**config.mk**
```make
export PLATFORM = sky130hd
export DESIGN_NAME = spi_slave_sync
export DESIGN_NICKNAME = d
export VERILOG_FILES = /design/src/rtl/spi_slave_sync.sv
export SDC_FILE = /design/constraint.sdc
export NUM_CORES = 1
export LEC_CHECK = 0
export CAP_MARGIN = 15
export CORE_ASPECT_RATIO = 0.75
export CORE_MARGIN = 1.5
export CORE_UTILIZATION = 38
export CTS_BUF_LIST = sky130_fd_sc_hd__clkbuf_8
export DETAILED_ROUTE_END_ITERATION = 10
export SLEW_MARGIN = 20
export SYNTH_ARGS = -nofsm -noshare
export SYNTH_HDL_FRONTEND = slang
export SYNTH_SLANG_ARGS = --single-unit
export TNS_END_PERCENT = 1
```
**constraint.sdc**
```tcl
create_clock -name clock100 -period 6.4 [get_ports clock100]
set_input_delay 1.28 -clock clock100 [delete_from_list [all_inputs] [get_ports clock100]]
set_output_delay 1.28 -clock clock100 [all_outputs]
set_load 0.005 [all_outputs]
```
**src/rtl/spi_slave_sync.sv**
```systemverilog
`timescale 1ns/1ps
// spi_slave_sync: oversampled SPI target; SCK/MOSI/CS are synchronised data inputs, with a TX FIFO and frame/underrun reporting.
// Latency: MISO updates SYNC_STAGES+1 cycles after the SCK pin edge; RX_valid one cycle after the completing sample edge is detected.
// Backpressure: TX_ready drops while the FIFO is full (pushes ignored); a word load on an empty FIFO sends all-ones and pulses TX_underrun.
module spi_slave_sync #(
    parameter int WORD_W      = 8,
    parameter int CPOL        = 0,
    parameter int CPHA        = 0,
    parameter int SYNC_STAGES = 2,
    parameter int TX_DEPTH    = 4
) (
    input  logic              clock100,
    input  logic              reset_n,
    output logic              RX_valid,
    output logic [WORD_W-1:0] RX_data,
    input  logic              TX_valid,
    output logic              TX_ready,
    input  logic [WORD_W-1:0] TX_data,
    output logic              TX_underrun,
    output logic              frame_start,
    output logic              frame_end,
    output logic              frame_abort,
    input  logic              SPI_clock,
    input  logic              SPI_mosi,
    input  logic              SPI_cs_n,
    output logic              SPI_miso,
    output logic              SPI_miso_oe
);
    localparam int CW = $clog2(WORD_W);
    localparam int PW = $clog2(TX_DEPTH);
    localparam int FW = PW + 1;
    localparam logic L_IDLE  = 1'(CPOL);
    localparam logic L_CPHA0 = (CPHA == 0);
    localparam logic [CW-1:0] L_LAST = CW'(WORD_W - 1);
    localparam logic [FW-1:0] L_FULL = FW'(TX_DEPTH);

    typedef enum logic {S_IDLE, S_ACTIVE} state_t;

    // synchronisers and edge-detect history
    logic [SYNC_STAGES-1:0] r_sck_sync;
    logic [SYNC_STAGES-1:0] r_cs_sync;
    logic [SYNC_STAGES-1:0] r_mosi_sync;
    logic [SYNC_STAGES-1:0] r_sync_vld;
    logic                   r_sck_d;
    logic                   r_cs_d;
    logic                   r_armed;

    // frame control and shift registers
    state_t            r_state;
    logic [CW-1:0]     r_bit_cnt;
    logic              r_load_pend;
    logic [WORD_W-1:0] r_tx_sh;
    logic [WORD_W-1:0] r_rx_sh;

    // TX FIFO
    logic [WORD_W-1:0] r_mem [TX_DEPTH];
    logic [PW-1:0]     r_wr_ptr;
    logic [PW-1:0]     r_rd_ptr;
    logic [FW-1:0]     r_count;

    logic              w_sck;
    logic              w_cs;
    logic              w_mosi;
    logic              w_sck_lead;
    logic              w_sck_trail;
    logic              w_cs_fall;
    logic              w_cs_rise;
    logic              w_start;
    logic              w_run;
    logic              w_sample;
    logic              w_shift;
    logic              w_word_start;
    logic              w_load;
    logic              w_fifo_empty;
    logic              w_push;
    logic              w_pop;
    logic [WORD_W-1:0] w_rx_next;

    assign w_sck  = r_sck_sync[SYNC_STAGES-1];
    assign w_cs   = r_cs_sync[SYNC_STAGES-1];
    assign w_mosi = r_mosi_sync[SYNC_STAGES-1];

    assign w_sck_lead  = (w_sck != r_sck_d) && (w_sck != L_IDLE);
    assign w_sck_trail = (w_sck != r_sck_d) && (w_sck == L_IDLE);
    assign w_cs_fall   = r_cs_d & ~w_cs;
    assign w_cs_rise   = ~r_cs_d & w_cs;

    // SCK edges only count inside an armed frame; the CS-fall cycle itself is still IDLE so its edges drop out
    assign w_start  = w_cs_fall & r_armed & (r_state == S_IDLE);
    assign w_run    = (r_state == S_ACTIVE) & ~w_cs;
    assign w_sample = w_run & (L_CPHA0 ? w_sck_lead : w_sck_trail);
    assign w_shift  = w_run & (L_CPHA0 ? w_sck_trail : w_sck_lead);

    // CPHA=0 reloads on the shift edge right after a word completes; CPHA=1 on the first shift edge of a word
    assign w_word_start = L_CPHA0 ? r_load_pend : (r_bit_cnt == '0);
    assign w_load       = (L_CPHA0 & w_start) | (w_shift & w_word_start);

    assign w_fifo_empty = (r_count == '0);
    assign TX_ready     = (r_count != L_FULL);
    assign w_push       = TX_valid & TX_ready;
    assign w_pop        = w_load & ~w_fifo_empty;

    assign w_rx_next = {r_rx_sh[WORD_W-2:0], w_mosi};
    assign SPI_miso  = r_tx_sh[WORD_W-1];

    // pin synchronisers; r_sync_vld marks when the last stage holds a real pin sample rather than a reset value
    always_ff @(posedge clock100 or negedge reset_n) begin
        if (!reset_n) begin
            r_sck_sync  <= {SYNC_STAGES{L_IDLE}};
            r_cs_sync   <= {SYNC_STAGES{1'b1}};
            r_mosi_sync <= '0;
            r_sync_vld  <= '0;
            r_sck_d     <= L_IDLE;
            r_cs_d      <= 1'b1;
        end else begin
            r_sck_sync  <= {r_sck_sync[SYNC_STAGES-2:0], SPI_clock};
            r_cs_sync   <= {r_cs_sync[SYNC_STAGES-2:0], SPI_cs_n};
            r_mosi_sync <= {r_mosi_sync[SYNC_STAGES-2:0], SPI_mosi};
            r_sync_vld  <= {r_sync_vld[SYNC_STAGES-2:0], 1'b1};
            r_sck_d     <= w_sck;
            r_cs_d      <= w_cs;
        end
    end

    // arm only after a genuine CS-high observation, so a frame already running at reset release is ignored
    always_ff @(posedge clock100 or negedge reset_n) begin
        if (!reset_n) begin
            r_armed <= 1'b0;
        end else if (w_cs && r_sync_vld[SYNC_STAGES-1]) begin
            r_armed <= 1'b1;
        end
    end

    // frame FSM with TX/RX shift registers and registered status pulses
    always_ff @(posedge clock100 or negedge reset_n) begin
        if (!reset_n) begin
            r_state     <= S_IDLE;
            r_bit_cnt   <= '0;
            r_load_pend <= 1'b0;
            r_tx_sh     <= '1;
            r_rx_sh     <= '0;
            RX_data     <= '0;
            RX_valid    <= 1'b0;
            TX_underrun <= 1'b0;
            frame_start <= 1'b0;
            frame_end   <= 1'b0;
            frame_abort <= 1'b0;
            SPI_miso_oe <= 1'b0;
        end else begin
            RX_valid    <= 1'b0;
            TX_underrun <= 1'b0;
            frame_start <= 1'b0;
            frame_end   <= 1'b0;
            frame_abort <= 1'b0;

            if (w_load) begin
                r_tx_sh     <= w_fifo_empty ? {WORD_W{1'b1}} : r_mem[r_rd_ptr];
                TX_underrun <= w_fifo_empty;
            end else if (w_shift) begin
                r_tx_sh <= {r_tx_sh[WORD_W-2:0], 1'b1};
            end

            case (r_state)
                S_IDLE: begin
                    if (w_start) begin
                        r_state     <= S_ACTIVE;
                        frame_start <= 1'b1;
                        r_bit_cnt   <= '0;
                        r_load_pend <= 1'b0;
                        SPI_miso_oe <= 1'b1;
                    end
                end
                S_ACTIVE: begin
                    if (w_cs_rise) begin
                        // partial RX word and any loaded TX word are dropped here
                        r_state     <= S_IDLE;
                        frame_end   <= 1'b1;
                        frame_abort <= (r_bit_cnt != '0);
                        r_bit_cnt   <= '0;
                        r_load_pend <= 1'b0;
                        SPI_miso_oe <= 1'b0;
                    end else if (w_sample) begin
                        r_rx_sh <= w_rx_next;
                        if (r_bit_cnt == L_LAST) begin
                            r_bit_cnt   <= '0;
                            RX_data     <= w_rx_next;
                            RX_valid    <= 1'b1;
                            r_load_pend <= 1'b1;
                        end else begin
                            r_bit_cnt <= r_bit_cnt + CW'(1);
                        end
                    end else if (w_shift && w_word_start) begin
                        r_load_pend <= 1'b0;
                    end
                end
                default: r_state <= S_IDLE;
            endcase
        end
    end

    // FIFO pointers and occupancy; a pop on an empty FIFO never bypasses a same-cycle push
    always_ff @(posedge clock100 or negedge reset_n) begin
        if (!reset_n) begin
            r_wr_ptr <= '0;
            r_rd_ptr <= '0;
            r_count  <= '0;
        end else begin
            if (w_push) r_wr_ptr <= r_wr_ptr + PW'(1);
            if (w_pop)  r_rd_ptr <= r_rd_ptr + PW'(1);
            r_count <= r_count + {{PW{1'b0}}, w_push} - {{PW{1'b0}}, w_pop};
        end
    end

    // FIFO storage; contents are only meaningful between the pointers, so no reset is needed
    always_ff @(posedge clock100) begin
        if (w_push) r_mem[r_wr_ptr] <= TX_data;
    end

endmodule

```
==> results of run 1 <==
-- layout make-up --
cell class	instances	area, um^2
clock inverter	6	30.0
fill	756	4610
sequential	84	2280
tap	108	135
clock buffer	10	138
timing repair buffer	30	293
multi-input combinational	94	902
inverter	19	71.3
-- layer usage --
layer  global-route usage, %  vias to the layer above  wire (um)
li1                        -                      785          -
met1                    17.0                      840       2590
met2                    17.0                       24       2270
met3                    4.14                       10        169
met4                    5.59                        0        101
met5                       0                        -          0
-- final timing paths --
| kind | from | endpoint | slack, ps | cells after the start |
|---|---|---|---|---|
| max | TX_valid | r_count[2] | 3440 | 10 |
| min | r_sck_sync[0] | r_sck_sync[1] | 350 | 0 |
| max reg2reg | r_state | r_count[2] | 3740 | 10 |
| min reg2reg | r_sck_sync[0] | r_sck_sync[1] | 350 | 0 |
| max in group asynchronous | reset_n | r_rd_ptr[0] | 4940 | 2 |
| min in group asynchronous | reset_n | r_bit_cnt[1] | 1030 | 2 |
-- state kept, by name, indices dropped and copies added, names as in the netlist, 2 cells and up --
name / count
r_mem: 32
RX_data: 8
r_tx_sh: 8
r_rx_sh: 7
r_bit_cnt: 3
r_count: 3
r_cs_sync: 2
r_mosi_sync: 2
r_rd_ptr: 2
r_sck_sync: 2
r_sync_vld: 2
r_wr_ptr: 2
-- cell families after synthesis --
group / Yosys count
muxes: 24
xor gates and xnor gates: 5
DFF: 84
buffers and inverters: 27
AOI/OAI and AO/OA: 27
and+or+nand+nor: 27
other: 1
adders and majority gates: 10
-- through the flow --
stage	hold slack (ps)	cell area, um^2	setup slack, ps	total power, mW	std cells
CTS	354	3840	3420	1.40	351
global placement	333	3680	3090	1.06	335
detailed placement	337	3680	3040	1.07	335
global route	360	3840	3320	1.47	351
finish	352	3840	3440	1.38	351
floorplan	331	3310	3680	0.979	205
-- power by group --
part	total, mW	leakage [nW]	internal (mW)	switching (mW)
Sequential	0.776	0.931	0.692	0.0838
Clock	0.326	0.0973	0.148	0.178
Combinational	0.278	0.562	0.155	0.123
Total	1.38	1.59	0.994	0.385
-- placed cells by master, fill, tap and decap left out, types with 2 or more instances in the layout --
cell             synthesis  layout
dfrtp_1                 41      41
edfxtp_1                32      32
clkdlybuf4s50_1          0      28
inv_1                   19      20
dfstp_2                 11      11
a21oi_1                 10      10
clkbuf_8                 0      10
ha_1                     9       9
mux2_4                   8       8
mux4_2                   8       8
mux2_2                   8       8
o21ai_0                  7       7
o22ai_1                  7       7
nor2_1                   5       5
nand2_1                  4       4
and3_1                   4       4
clkinv_2                 0       4
xnor2_1                  3       3
and2_1                   2       2
nand2b_1                 2       2
nand3_1                  2       2
a21o_1                   2       2
==> run metrics, run 1 <==
CTS tree done; Routed Antenna Nets 0; Cells after Synth 205; GPL Wtd Cong 0.698; row count 29; IO Port Bufs 29; post-synthesis mux area share 11.8%; Post-synth EDFFs 32; Ys Warns 0; WS Path Type in2reg; XOR/XNOR Fraction of Synth Area 1.55%; Die W 111 um; Clock Path Buffers 2; post-layout net count 262; final setup TNS 0 ps; number of register bits inferred by synthesis 84; Layout Utilization 45.5%; H-tree lvl count 3; Hold Violations, Final 0; fmax 0.337 GHz; number of global-route vias before repair 1678; Die H 83.9 um; Worst VDD drop 0.000140 V; Final HPWL DP 3440 um; gr ovfl total 0; CORE AREA 0.00845 mm^2; post_cts resized 0; relative slew slack 57.0%; worst hold-check path type reg2reg; Max Fanout on Critical Path 5; Tot GR Track Use 12.1%; via count 1659; count leader, synth dfrtp_1; Critical path buffers and inverters 4; largest family of logic cells by synthesized area multiplexers; CP delay by family, top adder cells; fraction of layout cells with a size suffix above 1 23.5%; IO Count 30; syn avg cell area 16.2 um^2; Yosys top cell by area dfrtp_1; Max Clock Skew 8.86 ps; synth unique cells 36; worst skew pair latency 350 ps; Final Slew Violations 0; Final min period 2960 ps; Worst path max stage delay 520 ps; Starting Density 39.2%; part of the Yosys area used for sequential elements 68.7%; first drt pass iteration count 4; Max-cap violations 0; Top FF cell, synth dfrtp_1; Worst-Margin Slew 645 ps; Setup-failing EPs final 0; top cells by area, synth dfrtp_1 (31%), edfxtp_1 (29%), dfstp_2 (8.7%), mux4_2 (5.4%), mux2_4 (3.6%); TritonCTS Sinks 84; via/cell ratio 4.73; WL/cell 14.6 um; CP endpoint kind register; Setup Buffers After CTS 0; first-pass GRT wire length 8560 um; arrival time worst endpoint 3200 ps; crit-path cells clkdlybuf4s50_1, and2_1, inv_1, ha_1, inv_1, ha_1, inv_1, fa_1, xnor2_1, xnor2_1; Mapped Nets 229; Synth top cells by count dfrtp_1 (41), edfxtp_1 (32), inv_1 (19), dfstp_2 (11), a21oi_1 (10); CTS Buf Count 9; clock-pin slew on the worst setup and hold paths 80 ps; CP required 6640 ps; CP startpoint kind input port; die area 0.00930 mm^2; Compound-Gate Fraction of Synth Area 4.61%; Routed WL 5130 um; P_leak 1.59 nW; Cell Pwr Density 359 mW/mm^2; initial DRC count 56; FFs w/ async S/R, synth 61.9%; drt drc 0; Crit path top cell by count inv_1; Final Cycle Share 46.3%; clock root buffer master clkbuf_8; post-synthesis simple-gate area fraction 5.17%; area delta synth->final 16.0%; Post-Synth Adder-Cell Area 4.00%; antenna violations before repair 0; RSZ-0062 raised after global routing false; # hold bufs at CTS 0; slowest CP cell clkdlybuf4s50_1; Post-Syn Area 0.00331 mm^2; # diodes 0; post-synth top area share 31.0%; status completed; largest net degree at the start of global routing 53
(Power assumes the default switching activity.)
==> run 2: changes to the inputs <==
clock period = 2.45 ns   (was 6.4 ns; I/O delays follow)
==> run 2 against run 1 <==
  * Routed wire length shrank 2.2%
  * First-iteration DRC count grew 11%
  * Final area grew 2.6%
  * Clock skew shrank 0.81 ps
  * Critical endpoint unchanged
  * Largest cell class unchanged
  * Highest routed layer unchanged
==> run metrics, run 2 (same netlist as run 1, synthesis figures left out) <==
most frequent cells in the layout dfrtp_1 (39), edfxtp_1 (32), clkdlybuf4s50_1 (28) (was dfrtp_1 (41), edfxtp_1 (32), clkdlybuf4s50_1 (28)); CP startpoint kind register (was input port); CTS Buf Count 9 (unchanged); crit-path cells and4bb_4, a21oi_4, nor2b_2, ha_1, inv_1, ha_1, inv_1, fa_2, xnor2_2, xnor2_1 (was clkdlybuf4s50_1, and2_1, inv_1, ha_1, inv_1, ha_1, inv_1, fa_1, xnor2_1, xnor2_1); Logic pwr share 19.9% (was 20.2%); arrival time worst endpoint 2510 ps (was 3200 ps); area delta synth->final 19.0% (was 16.0%); WHS 112 ps (was 352 ps); # hold bufs at CTS 0 (unchanged); Worst path max stage delay 580 ps (was 520 ps); Hold Violations, Final 0 (unchanged); CORE AREA 0.00845 mm^2 (unchanged); max reg flops 32 (unchanged); CP required 2680 ps (was 6640 ps); gr ovfl total 0 (unchanged); via count 1657 (was 1659); Final Slew Violations 0 (unchanged); Worst VDD drop 0.000303 V (was 0.000140 V); worst reg-to-reg setup slack 170 ps (was 3740 ps); Tot Pwr 3.79 mW (was 1.38 mW); Starting Density 39.2% (unchanged); cell area after layout 0.00395 mm^2 (was 0.00384 mm^2); fraction of layout cells with a size suffix above 1 27.0% (was 23.5%); Routed WL 5020 um (was 5130 um); Clock Path Buffers 2 (unchanged); Final Cycle Share 93.0%; Post-Layout Cell Count 356 (was 351); Net Sw Power 1.04 mW (was 385 uW); Clk pwr share 26.5% (was 23.6%); Die H 83.9 um (unchanged); status completed (unchanged); first drt pass iteration count 4 (unchanged); H-tree lvl count 3 (unchanged); post-place setup slack -67.6 ps (was 3040 ps); largest reg by FF count r_mem (unchanged); Final min period 2280 ps; Die W 111 um (unchanged); number of global-route vias before repair 1743 (was 1678); WL/cell 14.1 um (was 14.6 um); die area 0.00930 mm^2 (unchanged); drt drc 0 (unchanged); worst hold-check path type in2async (was reg2reg); TritonCTS Sinks 84 (unchanged); GPL Wtd Cong 0.714 (was 0.698); clock root buffer master clkbuf_8 (unchanged); relative slew slack 54.8% (was 57.0%); Int Pwr 2.75 mW (was 994 uW); setup ws final 172 ps (was 3440 ps); initial DRC count 62 (was 56); most common cell after layout, fill and taps aside dfrtp_1 (unchanged); WS Path Type reg2reg (was in2reg); Max Clock Skew 8.05 ps (was 8.86 ps); Layout Utilization 46.7% (was 45.5%); sw frac 27.4% (was 27.9%); fmax 0.439 GHz; Setup-failing EPs final 0 (unchanged); final setup TNS 0 ps (unchanged); Seq pwr share 53.6% (was 56.2%); IO Count 30 (unchanged); IO Port Bufs 29 (unchanged); # diodes 0 (unchanged); Max Fanout on Critical Path 7 (was 5); P_leak 1.63 nW (was 1.59 nW); first-pass GRT wire length 8750 um (was 8560 um); antenna violations before repair 0 (unchanged); Routed Antenna Nets 0 (unchanged); Final HPWL DP 3460 um (was 3440 um); clock-pin slew on the worst setup and hold paths 80 ps (about the same); row count 29 (unchanged); worst skew pair latency 340 ps (was 350 ps); biggest regs r_mem x32, RX_data x8, r_tx_sh x8 (unchanged); via/cell ratio 4.65 (was 4.73); Cell Pwr Density 960 mW/mm^2 (was 359 mW/mm^2); CP endpoint kind register (unchanged); Worst-Margin Slew 678 ps (was 645 ps); Tot GR Track Use 12.2% (was 12.1%); largest net degree at the start of global routing 25 (was 53); CTS tree done (unchanged); Cells after DPL 340 (was 335); slowest CP cell dfstp_2 (was clkdlybuf4s50_1); post-layout net count 267 (was 262); post-place instance area 0.00371 mm^2 (was 0.00368 mm^2); Max-cap violations 0 (unchanged); RSZ-0062 raised after global routing false (unchanged)
==> run 2: changes by cell type in the layout (fill, tap and decap cells not counted), moves of 2 or more <==
| cell | previous run | this run |
|---|---|---|
| clkinv_2 | 4 | 0 |
| dfrtp_1 | 41 | 39 |
| buf_4 | 1 | 6 |
| dfrtp_2 | 0 | 2 |
| inv_6 | 0 | 2 |
==> run 2: timing repair <==
| item | in CTS | in global routing |
|---|---|---|
| endpoints found under the setup margin | 0 | 1 |
| resized for setup | 0 | 6 |
| setup buffers | 0 | 0 |
==> run 2: metal layers <==
metal | wire length (um) | global-route usage, % | part of all wire [%]
met3 | 190 | 3.99 | 3.8
met4 | 59 | 3.85 | 1.2
met5 | 0 | 0 | 0
met1 | 2470 | 16.7 | 49
met2 | 2300 | 18.5 | 46
==> run 2: worst paths after layout <==
path,depth (start not counted),to,start
hold / removal,1,RX_data[7],reset_n
setup reg to reg,10,r_count[2],r_cs_sync[1]
setup / recovery,10,r_count[2],r_cs_sync[1]
max in group asynchronous,2,r_cs_sync[0],reset_n
hold reg to reg,0,r_sck_sync[1],r_sck_sync[0]
min in group clock100,0,r_sck_sync[1],r_sck_sync[0]
==> run 2: layout make-up <==
class / count / area [um^2]
sequential: 84 / 2280
clock inverter: 6 / 68.8
timing repair buffer: 35 / 330
fill: 758 / 4510
inverter: 19 / 71.3
multi-input combinational: 94 / 923
clock buffer: 10 / 138
tap: 108 / 135
==> run 2: power groups by stage <==
stage / Clock (mW) / Combinational [mW] / Sequential (mW)
floorplan: 0 / 0.622 / 1.93
global placement: 0 / 0.732 / 2.05
detailed placement: 0 / 0.756 / 2.06
CTS: 1.04 / 0.755 / 2.03
global route: 1.10 / 0.853 / 2.08
finish: 1.00 / 0.752 / 2.03
==> run 2: worst max-delay path, delay by kind of cell, from the launching register on <==
family | cells | cell delay [ps]
AOI/OAI and AO/OA | 1 | 190
and+or+nand+nor | 2 | 300
DFF | 1 | 580
adders and majority gates | 3 | 730
xor gates and xnor gates | 2 | 260
buffers and inverters | 2 | 100
==> variant: new RTL, flow settings as in run 2 <==
`TX_DEPTH`: 4 -> 2.
--- a/src/rtl/spi_slave_sync.sv
+++ b/src/rtl/spi_slave_sync.sv
@@ -9,3 +9,3 @@
     parameter int SYNC_STAGES = 2,
-    parameter int TX_DEPTH    = 4
+    parameter int TX_DEPTH    = 2
 ) (
Behaviour: not the same (Yosys sat finds a counterexample within 4 cycles, from zero or initial values and one cycle with reset_n low).
==> variant against run 2 <==
Wire length shrank 22%; synthesized cell count is 12% lower; setup slack better by 0.25 ns; design area decreased by 21%; total power is 27% lower; sequential power shrank 27%; via count decreased by 12%; count of clock-buffer cells in the layout decreased by 1; sequential cell count is 19 lower; area after synthesis shrank 23%.
==> variant: results <==
set metrics [dict create \
    status "finished, final reports clean" \
    cts_setup_buffers 0 \
    grt_antenna_before_repair 0 \
    synth_edf_count 16 \
    port_buffers 29 \
    worstPathArrival_ns 2.30 \
    yosysSeqAreaShare_pct 67.24 \
    cts-root-buf "clkbuf_8" \
    vias_per_cell 4.754 \
    r2r_slack_ns 0.42 \
    synth_cell_type_count 29 \
    drive_gt1_share_pct 21.88 \
    largestRegisters "r_mem x16, RX_data x8, r_tx_sh x8" \
    clk_pin_slew_ns 0.07 \
    ys_top_cells_by_area "dfrtp_1 (37%), edfxtp_1 (19%), dfstp_2 (11%)" \
    nNetsFinal 238 \
    cts_made_buffers 9 \
    p_leak_nw 1.368 \
    switching_share_pct 25.89 \
    grt_util_all_layers_pct 12.94 \
    grt_max_degree 29 \
    htree_levels 3 \
    grt_pass1_vias 1389 \
    synth.top_cells.by_count "dfrtp_1 (38), edfxtp_1 (16), mux2_2 (15), o21ai_0 (15), nor2_1 (13)" \
    antenna_cells 0 \
    wl_per_cell_um 12.86 \
    ir_worst_vdd_mv 0.3928 \
    min-delay-path-class "input port to async pin" \
    clockBufferDepth 2 \
    worstSkewPairLatency_ns 0.34 \
    ys.flop_type "dfrtp_1" \
    synth_warnings 0 \
    hold_ws_ns 0.1030 \
    skew_ns 0.01221 \
    dr.pass1.iters 4 \
    min_period_ns 2.031 \
    dp_hpwl_mm 2.624 \
    tightestPinTransition_ns 0.5046 \
    post_cts_resized 0 \
    cp_max_fo 11 \
    gp_congestion 0.7685 \
    synth_nets 200 \
    placed_area_sq_um 2929 \
    pre_cts_slack_ns 0.4296 \
    grt_overflow 0 \
    synth-async-reset-ratio_pct 75.38 \
    drt_iter0_markers 78 \
    grt_first_pass_wirelength_mm 6.948 \
]
-- variant: cells by family after synthesis --
logic type	Yosys count	synth area share (%)
compound gates	28	7.384
fa+ha+maj	5	2.445
simple gates	38	7.628
other cells	1	0.1466
mux	23	9.731
xor+xnor	4	1.369
flops	65	67.24
buf+inv	17	4.059
-- variant: layout make-up --
class                      count  area [sq um]
tap                           81         101.3
inverter                      10         37.54
sequential                    65          1720
multi-input combinational     99         734.5
clock inverter                 7         63.81
fill                         557          3296
clock buffer                   9         123.9
timing repair buffer          34         335.3
-- variant: path summary, 6_finish.rpt --
| check | startpoint | to | depth (start not counted) |
|---|---|---|---|
| setup / recovery | r_state | r_count[1] | 7 |
| hold / removal | reset_n | frame_abort | 1 |
| setup reg to reg | r_state | r_count[1] | 7 |
| hold reg to reg | r_mosi_sync[0] | r_mosi_sync[1] | 0 |
| max in group asynchronous | reset_n | r_tx_sh[6] | 2 |
| min in group clock100 | r_mosi_sync[0] | r_mosi_sync[1] | 0 |
-- variant: metal layers --
layer	global-route usage, %	vias to the layer above	share of wire [%]
met4	6.667	0	2.2
met5	0	-	0
li1	-	709	-
met2	18.21	31	45
met1	16.85	700	48
met3	6.109	10	4.8
-- variant: power by group through the flow --
stage	clock, mW	sequential (mW)	combinational (mW)
floorplan	0	1.45	0.345
global placement	0	1.51	0.431
detailed placement	0	1.51	0.438
CTS	0.900	1.49	0.442
global route	0.952	1.52	0.482
finish	0.855	1.49	0.426
-- variant: worst max-delay path: stages, from the launching register on --
cell	delay, ns
dfrtp_1	0.48
nand4bb_1	0.33
o22ai_4	0.38
ha_1	0.30
inv_1	0.05
ha_1	0.15
xnor2_1	0.13
xnor2_1	0.13
-- variant: per-stage QoR --
step | total power, mW | cells
floorplan | 1.794 | 181
global placement | 1.939 | 289
detailed placement | 1.948 | 289
CTS | 2.833 | 305
global route | 2.950 | 305
finish | 2.768 | 305
